### config.mk
export PLATFORM = sky130hd
export DESIGN_NAME = cdc_skew_monitor
export DESIGN_NICKNAME = d
export VERILOG_FILES = /design/src/rtl/cdc_skew_monitor.sv
export SDC_FILE = /design/constraint.sdc
export NUM_CORES = 1
export LEC_CHECK = 0
export CORE_MARGIN = 5
export CORE_UTILIZATION = 55
export CTS_BUF_LIST = sky130_fd_sc_hd__clkbuf_2
export CTS_CLUSTER_DIAMETER = 100
export DETAILED_ROUTE_END_ITERATION = 6
export PLACE_DENSITY = 0.78
export REMOVE_ABC_BUFFERS = 1
export SLEW_MARGIN = 40
export SYNTH_ARGS = -nofsm -noshare
export SYNTH_HDL_FRONTEND = slang
export SYNTH_SLANG_ARGS = --single-unit
export TNS_END_PERCENT = 100
### constraint.sdc
create_clock -name clk1 -period 2.6 [get_ports clk1]
set_input_delay 0.52 -clock clk1 [delete_from_list [all_inputs] [get_ports clk1]]
set_output_delay 0.52 -clock clk1 [all_outputs]
set_load 0.03 [all_outputs]
### src/rtl/cdc_skew_monitor.sv
// Pairs toggles on a clk1-domain signal with toggles on a resynchronised clk2 signal,
// measures their skew in clk1 cycles and flags pairs that are too far apart.
module cdc_skew_monitor #(
    parameter int SYNC_STAGES = 2,
    parameter int MAX_SKEW    = 2,
    parameter int TIMEOUT     = 16,
    parameter int VCNT_W      = 8,
    localparam int SKW_W      = $clog2(TIMEOUT + 1)
) (
    input  logic              clk1,
    input  logic              reset_n,
    input  logic              a_in,
    input  logic              b_async,
    input  logic              clear_cnt,
    output logic              meas_valid,
    output logic [SKW_W-1:0]  skew_out,
    output logic              b_led,
    output logic              viol,
    output logic              timeout,
    output logic              orphan,
    output logic [VCNT_W-1:0] viol_cnt
);

    localparam logic [1:0] IDLE   = 2'd0;
    localparam logic [1:0] WAIT_B = 2'd1;
    localparam logic [1:0] WAIT_A = 2'd2;

    function automatic logic [VCNT_W-1:0] sat_inc(input logic [VCNT_W-1:0] v);
        return (&v) ? v : v + 1'b1;
    endfunction

    function automatic logic skew_over(input logic [SKW_W-1:0] s);
        return int'(s) > MAX_SKEW;
    endfunction

    logic [SYNC_STAGES-1:0] b_sync_p0;
    logic [SYNC_STAGES-1:0] a_pipe_p0;
    logic                   a_s_p1;
    logic                   b_s_p1;
    logic                   a_s;
    logic                   b_s;
    logic                   edge_a;
    logic                   edge_b;

    logic [1:0]             state;
    logic [1:0]             state_nxt;
    logic [SKW_W-1:0]       cnt;
    logic [SKW_W-1:0]       cnt_nxt;
    logic                   open_edge;
    logic                   close_edge;
    logic                   rep;
    logic [SKW_W-1:0]       rep_skew;
    logic                   rep_bled;
    logic                   rep_orph;
    logic                   rep_to;
    logic                   rep_viol;

    // Stage p0: b is synchronised, a is delayed by the same depth so edges line up
    always_ff @(posedge clk1 or negedge reset_n) begin
        if (!reset_n) begin
            b_sync_p0 <= '0;
            a_pipe_p0 <= '0;
        end else begin
            b_sync_p0 <= {b_sync_p0[SYNC_STAGES-2:0], b_async};
            a_pipe_p0 <= {a_pipe_p0[SYNC_STAGES-2:0], a_in};
        end
    end

    assign a_s = a_pipe_p0[SYNC_STAGES-1];
    assign b_s = b_sync_p0[SYNC_STAGES-1];

    // Stage p1: previous levels for any-edge detection
    always_ff @(posedge clk1 or negedge reset_n) begin
        if (!reset_n) begin
            a_s_p1 <= 1'b0;
            b_s_p1 <= 1'b0;
        end else begin
            a_s_p1 <= a_s;
            b_s_p1 <= b_s;
        end
    end

    assign edge_a = a_s ^ a_s_p1;
    assign edge_b = b_s ^ b_s_p1;

    // In WAIT_B the opening side is a and the closing side is b; WAIT_A mirrors it.
    assign open_edge  = (state == WAIT_A) ? edge_b : edge_a;
    assign close_edge = (state == WAIT_A) ? edge_a : edge_b;

    always_comb begin
        state_nxt = state;
        cnt_nxt   = cnt;
        rep       = 1'b0;
        rep_skew  = '0;
        rep_bled  = 1'b0;
        rep_orph  = 1'b0;
        rep_to    = 1'b0;
        case (state)
            IDLE: begin
                if (edge_a && edge_b) begin
                    rep = 1'b1;
                end else if (edge_a) begin
                    state_nxt = WAIT_B;
                    cnt_nxt   = '0;
                end else if (edge_b) begin
                    state_nxt = WAIT_A;
                    cnt_nxt   = '0;
                end
            end
            WAIT_B, WAIT_A: begin
                rep_bled = (state == WAIT_A);
                if (close_edge) begin
                    rep      = 1'b1;
                    rep_skew = cnt + 1'b1;
                    cnt_nxt  = '0;
                    if (!open_edge) begin
                        state_nxt = IDLE;
                    end
                end else if (open_edge) begin
                    rep      = 1'b1;
                    rep_skew = cnt + 1'b1;
                    rep_orph = 1'b1;
                    cnt_nxt  = '0;
                end else if (cnt == SKW_W'(TIMEOUT - 1)) begin
                    rep       = 1'b1;
                    rep_skew  = SKW_W'(TIMEOUT);
                    rep_to    = 1'b1;
                    state_nxt = IDLE;
                end else begin
                    cnt_nxt = cnt + 1'b1;
                end
            end
            default: begin
                state_nxt = IDLE;
                cnt_nxt   = '0;
            end
        endcase
    end

    assign rep_viol = rep & (rep_orph | rep_to | skew_over(rep_skew));

    always_ff @(posedge clk1 or negedge reset_n) begin
        if (!reset_n) begin
            state <= IDLE;
            cnt   <= '0;
        end else begin
            state <= state_nxt;
            cnt   <= cnt_nxt;
        end
    end

    // Stage p2: registered report and violation counter
    always_ff @(posedge clk1 or negedge reset_n) begin
        if (!reset_n) begin
            meas_valid <= 1'b0;
            viol       <= 1'b0;
            timeout    <= 1'b0;
            orphan     <= 1'b0;
            skew_out   <= '0;
            b_led      <= 1'b0;
            viol_cnt   <= '0;
        end else begin
            meas_valid <= rep;
            viol       <= rep_viol;
            timeout    <= rep_to;
            orphan     <= rep_orph;
            if (rep) begin
                skew_out <= rep_skew;
                b_led    <= rep_bled;
            end
            if (clear_cnt) begin
                viol_cnt <= '0;
            end else if (viol) begin
                viol_cnt <= sat_inc(viol_cnt);
            end
        end
    end

endmodule

After elaboration in Yosys (flattened, before gate mapping)
Cells that the tools add are included.
W data, S select, Z words.
{"block": "word_totals", "register_bits": 31, "word_cells": 74, "input_bits": 5}
{"block": "classes", "muxes": 36, "eq_ne": 9, "reduce_logical": 8, "n_lt_le_gt_ge": 1, "bitwise": 5, "add_sub_neg": 2}
{"cell": "$mux W5", "count": 10}
{"cell": "$mux W8", "count": 3}
{"cell": "$mux W2", "count": 7}
{"cell": "$mux W1", "count": 13}
{"cell": "$pmux W5 S2", "count": 1}
{"cell": "$add A8 B1 Y8 const B", "count": 1}
{"cell": "$reduce_and A8 Y1", "count": 1}
{"cell": "$ne A2 B2 Y1 const B", "count": 3}
{"cell": "$ne A3 B3 Y1 const B", "count": 2}
{"cell": "$add A5 B1 Y5 const B", "count": 1}
{"cell": "$eq A5 B4 Y1 const B", "count": 1}
{"cell": "$gt A5 B2 Y1 const B", "count": 1}
{"cell": "$ne A4 B4 Y1 const B", "count": 1}
{"cell": "$pmux W2 S2", "count": 1}
{"cell": "$reduce_and A4 Y1", "count": 1}
{"cell": "$reduce_and A3 Y1", "count": 1}
{"cell": "$eq A2 B1 Y1 const B", "count": 1}
{"cell": "$eq A2 B2 Y1 const B", "count": 1}
{"cell": "$logic_not A2 Y1", "count": 1}
{"cell": "$or A1 B1 Y1", "count": 2}
{"cell": "$pmux W1 S2", "count": 1}
{"cell": "$reduce_and A2 Y1", "count": 1}
{"cell": "$reduce_bool A2 Y1", "count": 1}
{"cell": "$reduce_or A2 Y1", "count": 1}
{"cell": "other kinds (3)", "count": 4}

Logic depth before layout (Yosys ltp)
{"block": "depth", "word_depth": 8, "depth_mapped": 7, "ltp_nobuf": 7}

Worst setup path after synthesis
No wires, ideal clock.
{"block": "synth_path", "kind": "reg2reg", "start": "reg cnt[0]", "end": "reg cnt[2]", "synth_period_minus_slack_ns": 2.037, "path_stages_with_launch": 8, "path_buffers": 0, "path_slack_ns": 0.563, "t_arrival_ns": 1.971, "setup_time_ns": 0.066, "cell_sequence": "dfrtp_1 -> ha_1 -> and3_1 -> ha_1 -> nor2_1 -> nor4b_1 -> a221o_1 -> a22o_1"}
{"block": "synth_between", "elab_chain_len": 5, "elab_cells_between_ends": 8}
{"item": "start, declared", "line_no": "47", "rtl": "logic [SKW_W-1:0] cnt;"}
{"item": "start signal, assigned", "line_no": "148", "rtl": "cnt <= cnt_nxt;"}
{"item": "$add A5 B1 Y5", "line_no": "130", "rtl": "cnt_nxt = cnt + 1'b1;"}
{"item": "$mux W5", "line_no": "124", "rtl": "end else if (cnt == SKW_W'(TIMEOUT - 1)) begin"}
{"item": "$mux W5", "line_no": "119", "rtl": "end else if (open_edge) begin"}
{"item": "$mux W5", "line_no": "112", "rtl": "if (close_edge) begin"}
{"item": "$pmux W5 S2", "line_no": "98", "rtl": "case (state)"}
Several ways; a longest one is shown, not always the timed one. The select of a mux whose other input is x is not followed.
A chain may end at the register's enable or synchronous reset.

Final worst setup path
{"block": "layout_path", "start": "reg cnt[0]", "end": "reg cnt[3]"}
Same word-level chain as after synthesis.

==> flow_summary_export.csv <==
group,metric,value,unit
clock_tree,clk_pin_slew,150,ps
placement,dpl.cell_count,193,
synth,synth_mux_area_share,5.83,%
layout,area_growth,19.9,%
critical_path,reg2reg_setup_slack,440,ps
synth,yosys.area_share.adder,4.93,%
layout,fin_area,1830,µm²
clock_tree,cts_resized,0,
die,num_rows,19,
placement,dpl_cell_area,1790,µm²
worst_hold_path,min_to,"a_pipe_p0[1]$_DFF_PN0_",
synth,yosysUniqueCellTypes,37,
die,fp.dieW,62.6,µm
clock_tree,numCtsBuffers,5,
power_and_ir_drop,pwr-share-comb,42.3,%
power_and_ir_drop,clkPwrFrac,15.8,%
die,core-area,2710,µm²
run_status,status,"complete, no violations",
power_and_ir_drop,power.density,755,nW/µm²
layout,final-seq-area,776,µm²
timing,holdWs,374,ps
synth,synth_compound_area_share,14.9,%
critical_path,endpoint_kind,"register",
layout,n_fill_cell,226,
worst_hold_path,whs_path_depth,0,
critical_path,worstReg2RegStart,"cnt[0]$_DFFE_PN0P_",
detailed_routing,ant_nets,0,
synth,synth_enable_flop_cells,0,
global_route,overflow,0,
clock_tree,clock_path_buffers,2,
die,die_h,62.6,µm
detailed_routing,via_per_inst,5.94,
placement,dp_hpwl,2290,µm
power_and_ir_drop,p_leak,0.803,nW
worst_hold_path,hp-class,"reg2reg",
global_route,grtUsageTotal,17.3,%
timing,setup_viol,0,
synth,ys_warn_count,0,
synth,synth_top_area_share,50.9,%
timing,tns,0,ps
timing,grt_setup_unrepaired,"false",
placement,place_ws,551,ps
critical_path,r2r-end,"cnt[3]$_DFFE_PN0P_",
die,io_pins,23,
timing,slew_headroom,55.1,%
synth,async_flop_share,100,%
timing,finalClockSkew,20.2,ps
synth,synth_xor_area_share,5.67,%
synth,seq_area_frac_synth,50.9,%
layout,multi_input_area,691,µm²
timing,drv_slew,0,
synth,yosys-top-cells-area,"dfrtp_1, mux2_2, ha_1, xor2_1, inv_1",
critical_path,crit_arrival,2430,ps
layout,final_net_count,180,
timing,layout_min_cycle_time,2160,ps
detailed_routing,wl,3040,µm
layout,final_cells,201,
synth,synthTopCellsByCount,"dfrtp_1, inv_1, nor2_1",
placement,port_buffers,22,
critical_path,crit_path_max_fanout,7,
detailed_routing,route.vias.total,1193,
die,initial_core_util,56.2,%
clock_tree,clock_latency,360,ps
power_and_ir_drop,p_sw,0.536,mW
synth,synthFlopType,"dfrtp_1",
synth,synth_top_family_by_area,"compound AO/OA/AOI/OAI gates",
clock_tree,clockRootBuffer,"clkbuf_2",
clock_tree,cts_tree,"done",
power_and_ir_drop,p_sw_share,38.9,%
job,cap_viol_max_count,0,
clock_tree,cts_setup_buffers,0,
critical_path,worstPathRequired,2870,ps
power_and_ir_drop,power_frac_seq,41.9,%
synth,synth.most_common_cell,"dfrtp_1",
timing,hold_violations,0,
synth,yosys.area_share.simple,14.0,%
layout,num_antenna_cells,0,
die,fp.dieArea,3920,µm²
detailed_routing,drtPass1Iterations,4,
synth,synth_area,1520,µm²
detailed_routing,first_iter_violations,65,
synth,ys_seq_elements,31,
timing,clock.fmax,464,MHz
placement,place.gp.congestion,0.830,
synth,netlist_instances,140,
clock_tree,clock-sinks,31,
synth,yosysTopAreaCell,"dfrtp_1",
detailed_routing,drc,0,
global_route,grt_pass1_wl,5590,µm
clock_tree,cts.hold.buffers_added,0,
timing,finalWorstSetupSlack,444,ps
global_route,antenna_found_initial,0,
clock_tree,htreeDepth,2,
timing,fin_crit_sh,82.9,%
power_and_ir_drop,peakVddDrop,0.000550,V
power_and_ir_drop,intPower,0.842,mW
synth,syn_area_per_cell,10.9,µm²
global_route,grt_pass1_vias,1262,
layout,drive_gt1_share,11.2,%
critical_path,r2r_cells,8,
worst_hold_path,worstHoldStart,"a_pipe_p0[0]$_DFF_PN0_",
timing,tightestPinTransition,666,ps
detailed_routing,wl_per_cell,15.1,µm
global_route,grt_max_degree,32,
critical_path,crit_type,"reg2reg",
critical_path,cp-start-kind,"register",
==> metal layers <==
| layer | routed length (µm) | part of all wire, % | global-route usage [%] | vias to the layer above |
|---|---|---|---|---|
| met4 | 44 | 1.4 | 6.90 | 0 |
| met2 | 1530 | 50 | 29.4 | 42 |
| met1 | 1280 | 42 | 20.3 | 582 |
| li1 | - | - | - | 563 |
| met3 | 185 | 6.1 | 5.04 | 6 |
| met5 | 0 | 0 | 0 | - |
==> placed cells by master (no fill, tap or decap), drive strengths merged, types with 6 or more instances in the layout <==
| cell | n |
|---|---|
| clkbuf | 6 |
| clkdlybuf4s50 | 22 |
| dfrtp | 31 |
| ha | 6 |
| inv | 11 |
| mux2 | 7 |
| nand2 | 6 |
| nor2 | 10 |
| o21ai | 7 |
| xor2 | 7 |
==> flip-flops by register name (all words and copies together) (netlist names) <==
signal and cells:
timeout 1, state 2, viol 1, meas_valid 1, b_led 1, viol_cnt 8, skew_out 5, cnt 5
orphan 1, b_sync_p0 2, b_s_p1 1, a_s_p1 1, a_pipe_p0 2
==> power groups by stage <==
stage	combinational [mW]	clock, mW	sequential [mW]
after floorplan	0.344	0	0.644
after global placement	0.557	0	0.584
after detailed placement	0.579	0	0.587
after CTS	0.585	0.223	0.578
after global routing	0.638	0.251	0.586
final	0.583	0.218	0.578
==> cell families after synthesis <==
kind of cell / Yosys count
multiplexers: 8
adder cells (fa/ha/maj): 6
XOR/XNOR: 9
AND/OR/NAND/NOR: 40
flip-flops: 31
AO/OA/AOI/OAI: 32
buffers and inverters: 14
==> how the worst max path moves through the flow <==
stage	start	endpoint	slack, ps
after floorplan	cnt[0]$_DFFE_PN0P_	cnt[2]$_DFFE_PN0P_	560
after global routing	cnt[0]$_DFFE_PN0P_	cnt[3]$_DFFE_PN0P_	330
after global placement	cnt[0]$_DFFE_PN0P_	cnt[4]$_DFFE_PN0P_	620
final	cnt[0]$_DFFE_PN0P_	cnt[3]$_DFFE_PN0P_	440
after detailed placement	cnt[0]$_DFFE_PN0P_	skew_out[2]$_DFFE_PN0P_	550
after CTS	cnt[0]$_DFFE_PN0P_	skew_out[1]$_DFFE_PN0P_	470
==> through the flow <==
stage / utilization (%) / total power [mW]
floorplan: - / 0.988
global placement: 66.0 / 1.14
detailed placement: 66.0 / 1.17
CTS: 67.4 / 1.39
global route: 67.4 / 1.47
finish: 67.4 / 1.38
==> cell type report <==
cell class / count / share of cell area, %
Multi-Input combinational cell: 95 / 37.8
Timing Repair Buffer: 25 / 13.3
Clock buffer: 6 / 1.64
Sequential cell: 31 / 42.5
Inverter: 11 / 2.26
Clock inverter: 2 / 0.411
Tap cell: 31 / 2.12
==> worst max-delay path, stage by stage, from the launching register on <==
cell	delay (ps)
dfrtp_1	470
ha_1	270
and3_1	180
ha_1	220
nor2_1	120
nor4b_1	330
buf_4	210
a41oi_1	120
a31oi_1	160
No activity file was read; power rests on OpenSTA's default activity.
